### config.mk
export PLATFORM = sky130hd
export DESIGN_NAME = rx_line_assembler
export DESIGN_NICKNAME = d
export VERILOG_FILES = /design/src/rtl/rx_line_pkg.sv /design/src/rtl/rx_line_assembler_edge.sv /design/src/rtl/rx_line_assembler.sv
export SDC_FILE = /design/constraint.sdc
export NUM_CORES = 1
export LEC_CHECK = 0
export CAP_MARGIN = 15
export CORE_MARGIN = 3
export CORE_UTILIZATION = 45
export DETAILED_ROUTE_END_ITERATION = 10
export GPL_TIMING_DRIVEN = 0
export PLACE_DENSITY = 0.69
export SLEW_MARGIN = 20
export SYNTH_ARGS = -nofsm -noshare
export SYNTH_HDL_FRONTEND = slang
export SYNTH_SLANG_ARGS = --single-unit
### constraint.sdc
create_clock -name clock -period 7.65 [get_ports clock]
set_input_delay 1.1475 -clock clock [delete_from_list [all_inputs] [get_ports clock]]
set_output_delay 1.1475 -clock clock [all_outputs]
set_load 0.02 [all_outputs]
### src/rtl/rx_line_pkg.sv
// Shared types and constants for the UART line assembler.
// Character defaults and the line-length width helper.
package rx_line_pkg;

  typedef enum logic [1:0] {
    IDLE = 2'd0,
    RUN  = 2'd1
  } state_e;

  localparam logic [7:0] CR  = 8'h0D;
  localparam logic [7:0] LF  = 8'h0A;
  localparam logic [7:0] BS  = 8'h08;
  localparam logic [7:0] NUL = 8'h00;

  function automatic int len_w(input int n);
    return (n < 2) ? 1 : $clog2(n);
  endfunction

endpackage

### src/rtl/rx_line_assembler_edge.sv
// Rising-edge detector with configurable reset value.
// Holding the last sample high at reset masks a level already present.
module rx_edge_detect #(
  parameter logic RST_VAL = 1'b1
) (
  input  logic clock,
  input  logic reset,
  input  logic level,
  output logic rise
);

  logic last;

  always_ff @(posedge clock) begin
    if (reset) last <= RST_VAL;
    else       last <= level;
  end

  assign rise = level & ~last;

endmodule

### src/rtl/rx_line_assembler.sv
// Collects UART bytes into a line buffer in RAM.
// Handles backspace, an ignored char, overflow and NUL termination.
module rx_line_assembler
  import rx_line_pkg::*;
#(
  parameter int DATA_W = 8,
  parameter int ADDR_W = 8,
  parameter int MAX_LEN = 64,
  parameter logic [DATA_W-1:0] TERM_CHAR = DATA_W'(CR),
  parameter logic [DATA_W-1:0] BS_CHAR = DATA_W'(BS),
  parameter logic [DATA_W-1:0] IGN_CHAR = DATA_W'(LF),
  parameter logic [DATA_W-1:0] NUL_CHAR = DATA_W'(NUL)
) (
  input  logic clock,
  input  logic reset,
  input  logic [ADDR_W-1:0] start_addr,
  input  logic [DATA_W-1:0] rx_data,
  input  logic rx_done,
  output logic [ADDR_W-1:0] addr,
  output logic [DATA_W-1:0] data,
  output logic write,
  output logic rx_line_done,
  output logic [len_w(MAX_LEN)-1:0] line_len,
  output logic overflow
);

  localparam int LW = len_w(MAX_LEN);
  localparam logic [LW-1:0] LAST = LW'(MAX_LEN - 1);
  localparam logic [1:0] ST_IDLE = IDLE;
  localparam logic [1:0] ST_RUN = RUN;

  logic [1:0] state;
  logic [LW-1:0] count;
  logic [ADDR_W-1:0] base;
  logic ovf_sticky;
  logic byte_evt;
  logic is_term, is_ign, is_bs;
  logic [ADDR_W-1:0] cur_base;
  logic [ADDR_W-1:0] slot;

  rx_edge_detect #(.RST_VAL(1'b1)) u_edge (
    .clock(clock),
    .reset(reset),
    .level(rx_done),
    .rise(byte_evt)
  );

  assign is_term = (rx_data == TERM_CHAR);
  assign is_ign = (rx_data == IGN_CHAR);
  assign is_bs = (rx_data == BS_CHAR);

  // A line's first byte lands at start_addr before base is latched.
  assign cur_base = (state == ST_IDLE) ? start_addr : base;
  assign slot = cur_base + ADDR_W'(count);

  always_ff @(posedge clock) begin
    if (reset) begin
      addr <= '0;
      data <= '0;
      write <= 1'b0;
      rx_line_done <= 1'b0;
      line_len <= '0;
      overflow <= 1'b0;
      state <= ST_IDLE;
      count <= '0;
      base <= '0;
      ovf_sticky <= 1'b0;
    end else begin
      write <= 1'b0;
      rx_line_done <= 1'b0;
      if (state != ST_IDLE && state != ST_RUN) begin
        state <= ST_IDLE;
        count <= '0;
      end else if (byte_evt) begin
        if (state == ST_IDLE) begin
          base <= start_addr;
          state <= ST_RUN;
        end
        unique case (1'b1)
          is_term: begin
            addr <= slot;
            data <= NUL_CHAR;
            write <= 1'b1;
            rx_line_done <= 1'b1;
            line_len <= count;
            overflow <= ovf_sticky;
            count <= '0;
            ovf_sticky <= 1'b0;
            state <= ST_IDLE;
          end
          is_ign: ;
          is_bs: begin
            if (count != '0) count <= count - 1'b1;
          end
          default: begin
            // Last slot stays reserved for the terminator.
            if (count < LAST) begin
              addr <= slot;
              data <= rx_data;
              write <= 1'b1;
              count <= count + 1'b1;
            end else begin
              ovf_sticky <= 1'b1;
            end
          end
        endcase
      end
    end
  end

endmodule

# Word level (Yosys, flattened, before mapping)
# Index checks and enable logic that the tools add are counted.
# W data, S select, Z words.
[word_totals] ff_bits=43 latchBits=0 mem_bits_rw=0 mem_bits_ro=0 input_bits=19 memories=0
[classes] n_addsub=3 mul=0 div_mod_pow=0 n_lt_le_gt_ge=1 eq_ne=6 shift=0 n_mux=15 n_bitwise=6 n_reduce_logical=16
[ops] op="$pmux W8 S2" count=2
[ops] op="$eq A8 B4 Y1 const B" count=3
[ops] op="$mux W8" count=3
[ops] op="$pmux W6 S3" count=1
[ops] op="$mux W6" count=2
[ops] op="$reduce_and A4 Y1" count=3
[ops] op="$add A8 B6 Y8" count=1
[ops] op="$add A6 B1 Y6 const B" count=1
[ops] op="$lt A6 B6 Y1 const B" count=1
[ops] op="$reduce_bool A2 Y1" count=3
[ops] op="$reduce_bool A6 Y1" count=1
[ops] op="$sub A6 B1 Y6 const B" count=1
[ops] op="$not A1 Y1" count=5
[ops] op="$mux W2" count=2
[ops] op="$ne A2 B1 Y1 const B" count=2
[ops] op="$pmux W1 S2" count=2
[ops] op="$reduce_and A2 Y1" count=2
[ops] op="$reduce_or A2 Y1" count=2
[ops] op="$mux W1" count=3
[ops] op="$reduce_and A3 Y1" count=1
[ops] op="$reduce_bool A3 Y1" count=1
[ops] op="$reduce_or A3 Y1" count=1
[ops] op="$logic_not A2 Y1" count=1
[ops] op="$ne A2 B2 Y1 const B" count=1
[ops] op="2 further kinds" count=2

# Depth between registers and ports, before layout
[depth] word_depth=5 depth_mapped=9 depth_no_buf=8

# Modules after synthesis
# Synthesis repeated with hierarchy kept, for this count alone.
[unflattened] cells_unflattened=247 area_unflattened_um2=2170.8
[by_module_without_submodules] mod="rx_line_assembler" n_inst=1 cells_per_inst=244 area_each_um2=2138.3
[by_module_without_submodules] mod="rx_edge_detect" n_inst=1 cells_per_inst=3 area_each_um2=32.5

# Least setup slack after synthesis
# OpenSTA, ideal clock, no wires.
[synth_timing] kind="input to register" startpoint="in rx_data[4]" endpoint="reg count[5]" setup_time_ns=0.127 t_arrival_ns=3.387 required_time_ns=7.523 setup_slack_ns=4.136 path_stages=8 n_path_buf=0 cell_sequence="or4_4 nor3_1 ha_1 and3_1 a221oi_1 a221oi_1 nand4_1 o211ai_1"
[synth_between] elab_chain_len=3 word_cells_on_any_way=8
[synth_lines] element="start, declared" line="rx_line_assembler.sv:17" text="input logic [DATA_W-1:0] rx_data,"
[synth_lines] element="$eq A8 B4 Y1 (on tied branches)" line="rx_line_assembler.sv:50, rx_line_assembler.sv:48, rx_line_assembler.sv:49"
[synth_lines] element="$ne A2 B1 Y1 (no line), or another cell as far along"
[synth_lines] element="$reduce_and A4 Y1 (no line)"
[synth_lines] element="end signal, assigned" line="rx_line_assembler.sv:93" text="if (count != '0) count <= count - 1'b1;"
[synth_lines] element="end signal, assigned" line="rx_line_assembler.sv:101" text="count <= count + 1'b1;"
[synth_lines] element="end, declared" line="rx_line_assembler.sv:33" text="logic [LW-1:0] count;"
# Parallel ways exist; a longest one is shown, timed or not.
# A chain may end at the register's enable or synchronous reset.

# Final worst setup path
# Ends and elaborated chain as after synthesis.

==> impl_metrics.toml <==
[run_status]
status = "completed"

[drt]
ant_nets = 0
drt_iter0_drc = 89
vias_per_cell = 5.47
wl_um = 5190
wl_per_cell_um = 14.8
first_pass_iters = 4
drcViolationCount = 0
via_count = 1926

[worst_setup_path]
slowest_stage = "nor3_1"
crit_family = "simple AND/OR/NAND/NOR gates"
crit_buf_inv = 1
worstPathMaxFanout = 7
path_cells = "clkdlybuf4s50_1, or4_4, nor3_1, ha_1, and3_1, a221oi_1, a221oi_1, nand4_1, o211ai_1"
cp.required_ns = 7.83
cpMostUsedCell = "a221oi_1"
slowest_delay_ns = 0.74
worstPathArrival_ns = 4.31
path_class = "in -> reg"
end_kind = "flip-flop"
start_kind = "input pin"

[global_route]
track_usage = 0.196
grt-ovfl-total = 0
antenna_found_initial = 0
grt_max_degree = 14
grt_pass1_vias = 1742
grt_pass1_wl_um = 8380

[floorplan]
die_area_mm2 = 0.00567
rows = 24
core_area_mm2 = 0.00450
ios = 44
die_w_um = 75.3
initial_utilization = 0.479
die_y_um = 75.3

[synth]
yosysUniqueCellTypes = 45
yosys-top-cells-area = "dfxtp_1 39%, a21oi_1 5.8%, ha_1 5.8%"
synth_ff_type = "dfxtp_1"
synth_top_cell_area_share = 0.389
yosysTopAreaCell = "dfxtp_1"
ys_seq_area_frac = 0.389
netlist_area_mm2 = 0.00216
netlist_top_cells_count = "42 x dfxtp_1, 30 x nand2_1, 30 x nor2_1, 25 x a21oi_1, 11 x nor3_1"
synth_nets = 281
ys.warnings.count = 0
synth_edf_count = 0
ys_seq_elements = 42
netlist_instances = 250
async_reset_ff_frac = 0
syn_area_per_cell_um2 = 8.64
post-synth-top-count-cell = "dfxtp_1"

[placed_design]
port_buffers = 42
place_hpwl_um = 3780
gp_congestion = 0.822

[sta]
rsz0062_at_grt = "no"
finalCritPeriodShare = 0.539
maxSlewViolCount = 0
setup_viol_count_final = 0
hold_viol = 0
period_minus_slack_ns = 4.12
tns_ns = 0
tightest_slew_ns = 0.882
skew_ns = 0.00968
fmax_mhz = 243
slew_headroom = 0.407

[worst_hold_path]
hp-class = "reg -> reg"

[clocking]
path_clk_slew_ns = 0.08
cts_hold_buffers = 0
clock_latency_ns = 0.30
cts_tree = "done"
cts_setup_buffers = 0
h-tree-depth = 2
clk_path_buf_depth = 2
root_buffer = "clkbuf_8"
cts.sinks = 42
numCtsBuffers = 5
post_cts_resized = 0

[finish]
fill_cells = 417
drive_gt1_frac = 0.0867
finalNetCount = 330
diodes = 0
fin_util = 0.608
syn_to_final_growth_pct = 26.9

[job]
drv_cap = 0

[pwr]
vdd_drop_max_v = 0.000106
powerDensity_mw_per_mm2 = 161
p_leak_nw = 1.01
[layout make-up]
cell class,instances,area [um2],share of cell area
Inverter,2,7.51,0.00274
Clock inverter,2,12.5,0.00457
Clock buffer,6,82.6,0.0301
Tap cell,52,65.1,0.0237
Buffer,11,50.0,0.0183
Multi-Input combinational cell,195,1260,0.460
Timing Repair Buffer,42,420,0.153
Sequential cell,42,841,0.307
[layer usage]
layer	wire (um)	GRT usage
met1	2570	0.284
met2	2250	0.291
met3	295	0.0347
met4	85	0.0699
met5	0	0
[power by group]
| part | switching, mW | internal [mW] | leakage [nW] |
|---|---|---|---|
| Sequential | 0.00379 | 0.225 | 0.341 |
| Clock | 0.0811 | 0.0726 | 0.0472 |
| Combinational | 0.0299 | 0.0278 | 0.625 |
| Total | 0.115 | 0.325 | 1.01 |
[path summary, 6_finish.rpt]
path              startpoint  endpoint  slack (ns)  depth (start not counted)
setup / recovery  rx_data[4]  count[5]        3.53                          9
hold / removal       data[6]   data[6]        0.46                          2
setup reg to reg    state[0]   addr[6]        4.78                          9
hold reg to reg      data[6]   data[6]        0.46                          2
[flip-flops by register name, indices dropped and copies added, names as in the netlist]
signal and flops:
addr 8, state 1, rx_line_done 1, ovf_sticky 1, count 6, data 8, u_edge.last 1, write 1
overflow 1, base 8, line_len 6
[worst min-delay path, stage by stage (launching register included)]
cell	delay (ns)
dfxtp_1	0.31
nand2_1	0.05
a21oi_1	0.05
[through the flow]
step	cells	worst slack [ns]	instance area [um2]	hold WS, ns	total power, mW
2_1_floorplan	250	4.14	2160	0.465	0.267
3_3_place_gp	344	3.31	2650	0.441	0.291
3_5_place_dp	344	3.26	2650	0.446	0.292
4_1_cts	352	3.57	2740	0.459	0.442
5_1_grt	352	3.30	2740	0.468	0.457
6_report	352	3.53	2740	0.455	0.440
[placed cells by master, fill, tap and decap left out, drive strengths merged, types with 8 or more instances in the layout]
cell	Yosys	final
a21oi	26	26
clkbuf	9	15
clkdlybuf4s50	0	42
dfxtp	42	42
ha	10	10
mux2i	9	9
nand2	30	30
nor2	31	31
nor3	11	11
o21ai	8	8
[kinds of logic (layout without fill, tap and decap cells)]
family,count (synthesis),in the layout,synth area share
AND/OR/NAND/NOR,103,103,0.231
flip-flops,42,42,0.389
AO/OA/AOI/OAI,57,57,0.172
adder cells (fa/ha/maj),12,12,0.0765
XOR/XNOR,8,8,0.0324
buffers and inverters,13,63,0.0266
multiplexers,15,15,0.0730
No activity file was read; power rests on OpenSTA's default activity.
